--- src/rtl/window_gen3x3_pkg.sv ---
// Shared definitions for the streaming 3x3 window generator.
package window_gen3x3_pkg;

  localparam int WIN_DIM  = 3;
  localparam int WIN_TAPS = WIN_DIM * WIN_DIM;

  typedef enum logic {
    FILL = 1'b0,
    RUN  = 1'b1
  } wg_state_e;

endpackage

--- src/rtl/window_gen3x3_line_buf.sv ---
// Single-port row buffer: combinational read of the addressed word, write on the clock edge,
// so a read and write to the same address in one cycle returns the old contents.
module window_gen3x3_line_buf #(
  parameter int DEPTH  = 28,
  parameter int DATA_W = 9
) (
  input  logic                     clk_i,
  input  logic                     we_i,
  input  logic [$clog2(DEPTH)-1:0] addr_i,
  input  logic [DATA_W-1:0]        wdata_i,
  output logic [DATA_W-1:0]        rdata_o
);

  logic [DATA_W-1:0] mem_q [DEPTH];

  assign rdata_o = mem_q[addr_i];

  always_ff @(posedge clk_i) begin
    if (we_i) mem_q[addr_i] <= wdata_i;
  end

endmodule

--- src/rtl/window_gen3x3.sv ---
// Streaming valid-mode 3x3 window generator (raster pixels in, nine parallel taps out).
// Optional WINGEN_LAST_EN adds a win_last flag on the final window of each frame.
module window_gen3x3
  import window_gen3x3_pkg::*;
#(
  parameter int WIDTH = 9,
  parameter int IMG_W = 28,
  parameter int IMG_H = 28
) (
  input  logic             clk,
  input  logic             rst,
  input  logic             pix_valid,
  output logic             pix_ready,
  input  logic [WIDTH-1:0] pix_in,
  output logic             win_valid,
  input  logic             win_ready,
  output logic [WIDTH-1:0] w00,
  output logic [WIDTH-1:0] w01,
  output logic [WIDTH-1:0] w02,
  output logic [WIDTH-1:0] w10,
  output logic [WIDTH-1:0] w11,
  output logic [WIDTH-1:0] w12,
  output logic [WIDTH-1:0] w20,
  output logic [WIDTH-1:0] w21,
  output logic [WIDTH-1:0] w22,
  output logic             frame_done
`ifdef WINGEN_LAST_EN
  ,
  output logic             win_last
`endif
);

  localparam int CW = $clog2(IMG_W);
  localparam int RW = $clog2(IMG_H);

  logic             accept, last_col, last_row, emit;
  logic [CW-1:0]    col_q, col_d;
  logic [RW-1:0]    row_q, row_d;
  wg_state_e        state_q, state_d;
  logic [WIDTH-1:0] lb0_rd, lb1_rd;
  logic [WIDTH-1:0] win_p1_q [WIN_DIM][WIN_DIM];
  logic [WIDTH-1:0] win_p1_d [WIN_DIM][WIN_DIM];
  logic             vld_p1_q, vld_p1_d;
  logic             done_q, done_d;

  assign pix_ready = !vld_p1_q || win_ready;
  assign accept    = pix_valid && pix_ready;
  assign last_col  = (col_q == CW'(IMG_W - 1));
  assign last_row  = (row_q == RW'(IMG_H - 1));
  // Columns 0 and 1 of every row only prime the shift window.
  assign emit      = accept && (state_q == RUN) && (col_q >= CW'(2));

  // LB0 takes the row leaving LB1, so LB0 always lags LB1 by one row.
  window_gen3x3_line_buf #(.DEPTH(IMG_W), .DATA_W(WIDTH)) u_lb0 (
    .clk_i  (clk),
    .we_i   (accept),
    .addr_i (col_q),
    .wdata_i(lb1_rd),
    .rdata_o(lb0_rd)
  );

  window_gen3x3_line_buf #(.DEPTH(IMG_W), .DATA_W(WIDTH)) u_lb1 (
    .clk_i  (clk),
    .we_i   (accept),
    .addr_i (col_q),
    .wdata_i(pix_in),
    .rdata_o(lb1_rd)
  );

  always_comb begin
    col_d = col_q;
    row_d = row_q;
    if (accept) begin
      if (last_col) begin
        col_d = '0;
        row_d = last_row ? '0 : row_q + RW'(1);
      end else begin
        col_d = col_q + CW'(1);
      end
    end
  end

  always_comb begin
    state_d = state_q;
    case (state_q)
      FILL:    if (accept && last_col && (row_q == RW'(1))) state_d = RUN;
      RUN:     if (accept && last_col && last_row)          state_d = FILL;
      default: state_d = FILL;
    endcase
  end

  always_comb begin
    win_p1_d = win_p1_q;
    vld_p1_d = vld_p1_q;
    done_d   = accept && last_col && last_row;
    if (accept) begin
      for (int r = 0; r < WIN_DIM; r++) begin
        for (int c = 0; c < WIN_DIM - 1; c++) begin
          win_p1_d[r][c] = win_p1_q[r][c+1];
        end
      end
      win_p1_d[0][WIN_DIM-1] = lb0_rd;
      win_p1_d[1][WIN_DIM-1] = lb1_rd;
      win_p1_d[2][WIN_DIM-1] = pix_in;
      vld_p1_d = emit;
    end else if (win_ready) begin
      vld_p1_d = 1'b0;
    end
  end

  // ---- p1: registered window stage ----
  always_ff @(posedge clk) begin
    if (rst) begin
      col_q    <= '0;
      row_q    <= '0;
      state_q  <= FILL;
      vld_p1_q <= 1'b0;
      done_q   <= 1'b0;
      win_p1_q <= '{default: '0};
    end else begin
      col_q    <= col_d;
      row_q    <= row_d;
      state_q  <= state_d;
      vld_p1_q <= vld_p1_d;
      done_q   <= done_d;
      win_p1_q <= win_p1_d;
    end
  end

`ifdef WINGEN_LAST_EN
  logic last_q, last_d;

  always_comb begin
    last_d = last_q;
    if (accept)         last_d = done_d;
    else if (win_ready) last_d = 1'b0;
  end

  always_ff @(posedge clk) begin
    if (rst) last_q <= 1'b0;
    else     last_q <= last_d;
  end

  assign win_last = last_q;
`endif

  assign win_valid  = vld_p1_q;
  assign frame_done = done_q;
  assign w00 = win_p1_q[0][0];
  assign w01 = win_p1_q[0][1];
  assign w02 = win_p1_q[0][2];
  assign w10 = win_p1_q[1][0];
  assign w11 = win_p1_q[1][1];
  assign w12 = win_p1_q[1][2];
  assign w20 = win_p1_q[2][0];
  assign w21 = win_p1_q[2][1];
  assign w22 = win_p1_q[2][2];

endmodule
--- config.mk ---
export PLATFORM = sky130hd
export DESIGN_NAME = window_gen3x3
export DESIGN_NICKNAME = d
export VERILOG_FILES = /design/src/rtl/window_gen3x3_pkg.sv /design/src/rtl/window_gen3x3_line_buf.sv /design/src/rtl/window_gen3x3.sv
export SDC_FILE = /design/constraint.sdc
export NUM_CORES = 1
export LEC_CHECK = 0
export ABC_CLOCK_PERIOD_IN_PS = 3640
export CAP_MARGIN = 30
export CELL_PAD_IN_SITES_DETAIL_PLACEMENT = 1
export CELL_PAD_IN_SITES_GLOBAL_PLACEMENT = 2
export CORE_MARGIN = 10
export CORE_UTILIZATION = 35
export DETAILED_ROUTE_END_ITERATION = 10
export PLACE_DENSITY = 0.64
export SETUP_SLACK_MARGIN = 0.05
export SYNTH_ARGS = -nofsm -noshare
export SYNTH_HDL_FRONTEND = slang
export SYNTH_SLANG_ARGS = --single-unit
--- constraint.sdc ---
create_clock -name clk -period 3.64 [get_ports clk]
set_clock_uncertainty 0.05 [all_clocks]
set_input_delay 0.728 -clock clk [delete_from_list [all_inputs] [get_ports clk]]
set_output_delay 0.728 -clock clk [all_outputs]
set_load 0.02 [all_outputs]
==> results.sh <==
export IMPL_drt_total_wl_mm=62.61
export IMPL_drive_above_1_share_pct=17.11
export IMPL_critPathMaxFanout=5
export IMPL_clockBufferDepth=3
export IMPL_post_place_ws_ps=638.8
export IMPL_p_leak_nw=8.763
export IMPL_setup_viol=0
export IMPL_num_vias=12700
export IMPL_drv_cap=0
export IMPL_yosysWarningCount=0
export IMPL_ios=97
export IMPL_grt_pass1_wl_mm=92.04
export IMPL_numCtsBuffers=68
export IMPL_design_area_mm2=0.02748
export IMPL_core_area_mm2=0.06575
export IMPL_grt_pass1_vias=13430
export IMPL_via_per_inst=5.199
export IMPL_fp_dieH_um=277.5
export IMPL_hold_viol_final=0
export IMPL_p_per_area_mw_per_mm2=559.2
export IMPL_required_ps=2860
export IMPL_nets=1543
export IMPL_cts_tree="done"
export IMPL_place_gp_congestion=0.7965
export IMPL_synth_edff_count=504
export IMPL_synthCells=1363
export IMPL_grt_total_usage_pct=15.92
export IMPL_placement_io_buffers=96
export IMPL_synthFlopType="edfxtp_1"
export IMPL_drc=0
export IMPL_die_w_um=277.5
export IMPL_ys_types=55
export IMPL_clkSlewWorstSetupHoldPaths_ps=60
export IMPL_period_share_pct=76.84
export IMPL_layout_common_cells="504 x edfxtp_1, 153 x nand2_1, 119 x mux2i_1"
export IMPL_max_slew_margin_pct=33.67
export IMPL_synth_area_mm2=0.02321
export IMPL_hpwl_mm=40.64
export IMPL_worstSetupPathType="in2out"
export IMPL_post_cts_setup_buffer_count=0
export IMPL_fillers=6413
export IMPL_slew_violations=0
export IMPL_clk_latency_ps=610
export IMPL_status="complete, no violations"
export IMPL_start_util_pct=35.31
export IMPL_period_minus_slack_ps=2797
export IMPL_cp_data_arrival_time_ps=2020
export IMPL_vdd_drop_max_uv=261.9
export IMPL_drt_pass1_iter_count=5
export IMPL_ant_nets=0
export IMPL_yosysSeqAreaShare_pct=73.73
export IMPL_cts_hold_fix_buffers=0
export IMPL_ys_seq_elements=603
export IMPL_htreeDepth=3
export IMPL_root_buffer="clkbuf_16"
export IMPL_grt_max_degree=82
export IMPL_wl_per_cell_um=25.63
export IMPL_grt_ovfl_total=0
export IMPL_async_reset_ff_share_pct=0
export IMPL_die_area_mm2=0.07703
export IMPL_antenna_found_initial=0
export IMPL_first_iter_violations=945
export IMPL_hp_class="reg2reg"
export IMPL_final_setup_worst_slack_ps=842.9
export IMPL_yosysTopAreaCellShare_pct=65.19
export IMPL_final_common_cell="edfxtp_1"
export IMPL_worst_slew_pin_slew_ps=993.5
export IMPL_place_area_mm2=0.02539
export IMPL_fmax_mhz=357.5
export IMPL_synth_fp_nets=1383
export IMPL_cts_resized=0
export IMPL_yosysTopAreaCell="edfxtp_1"
export IMPL_avgSynthCellArea_um2=17.03
export IMPL_finalSetupTns_ps=0
export IMPL_synth_area_leaders="edfxtp_1 65%, dfxtp_1 8.5%, mux2i_1 5.1%"
export IMPL_fp_row_count=94
export IMPL_rsz0062_at_grt="false"
export IMPL_cp_start_kind="input port"
export IMPL_synthToLayoutAreaGrowth_pct=18.36
export IMPL_critPathCaptureType="output pin"
export IMPL_clock_sinks=603
[report_power, final]
group | leakage (nW) | switching, mW | internal (mW) | total [mW]
registers | 5.35 | 0.0855 | 7.68 | 7.76
clock network | 1.01 | 2.72 | 3.69 | 6.41
logic | 2.40 | 0.755 | 0.431 | 1.19
total | 8.76 | 3.56 | 11.8 | 15.4
[layer usage]
metal | routed length [um] | part of all wire, % | up-vias | GRT usage (%)
li1 | - | - | 5684 | -
met1 | 27120 | 43 | 6581 | 20.48
met2 | 30390 | 49 | 340 | 26.49
met3 | 3594 | 5.7 | 95 | 3.592
met4 | 1508 | 2.4 | 0 | 4.644
met5 | 0 | 0 | - | 0
[Yosys cell counts, types with 3 or more instances]
master / number
edfxtp_1: 504
and2_1: 5
inv_1: 4
a221oi_1: 7
nand2b_1: 3
nor2b_1: 6
a32oi_1: 7
a22oi_1: 36
mux2i_1: 119
and3_1: 3
nand2_1: 154
mux4_1: 18
clkbuf_1: 27
dfxtp_1: 99
buf_2: 24
xor2_1: 3
ha_1: 7
a21oi_1: 95
mux4_2: 47
buf_6: 11
nand3_1: 19
a41oi_2: 5
buf_8: 4
a22o_1: 12
nor3_1: 4
buf_12: 4
nor3_2: 4
o21ai_0: 8
mux2_2: 6
buf_4: 12
o221ai_1: 5
nor2_1: 45
o21bai_1: 6
a211o_1: 6
a31oi_1: 5
a311oi_1: 10
[worst max-delay path, cell delays in order]
cell             delay, ps
clkdlybuf4s50_1        450
nand2b_1               190
clkdlybuf4s50_1        650
[worst paths after layout]
check	start	end	slack (ps)	cells past startpoint
setup reg to reg	col_q[3]	col_q[2]	870	4
hold / removal	w00[3]	w00[3]	410	2
hold reg to reg	w00[3]	w00[3]	410	2
setup / recovery	win_ready	pix_ready	840	3
[through the flow]
step	hold slack (ps)	power [mW]	util (%)	instances
after floorplan	386.6	8.575	-	1363
after global placement	392.3	9.095	38.61	2316
after detailed placement	400.0	9.119	38.61	2316
after CTS	407.8	15.57	41.77	2441
after global routing	425.4	15.91	41.79	2442
final	405.5	15.36	41.79	2443
[kinds of logic (layout without fill, tap and decap cells)]
kind of cell	after synthesis	after routing	share of synthesized area (%)
AO/OA/AOI/OAI	213	213	6.290
multiplexers	190	190	12.02
flip-flops	603	603	73.73
adder cells (fa/ha/maj)	7	7	0.3773
buffers and inverters	88	303	2.576
other	0	1	0
AND/OR/NAND/NOR	258	258	4.856
XOR/XNOR	4	4	0.1509
[cell type report]
| class | count | area, um^2 | area share, % |
|---|---|---|---|
| Clock inverter | 26 | 182.7 | 0.6648 |
| Tap cell | 864 | 1081 | 3.934 |
| Multi-Input combinational cell | 672 | 5579 | 20.31 |
| Antenna cell | 1 | 2.502 | 0.009107 |
| Sequential cell | 603 | 17130 | 62.33 |
| Timing Repair Buffer | 174 | 1602 | 5.829 |
| Inverter | 4 | 15.01 | 0.05464 |
| Clock buffer | 99 | 1889 | 6.876 |
[sequential cells by signal, summed over array words and instances, names as in the netlist, named ones only]
signal / cells
u_lb0.mem_q: 252
frame_done: 1
w10: 9
row_q: 5
w12: 9
win_valid: 1
w20: 9
state_q: 1
w21: 9
w01: 9
w02: 9
w00: 9
u_lb1.mem_q: 252
w22: 9
w11: 9
col_q: 5
Note: power is estimated with default switching activity, not from simulation.
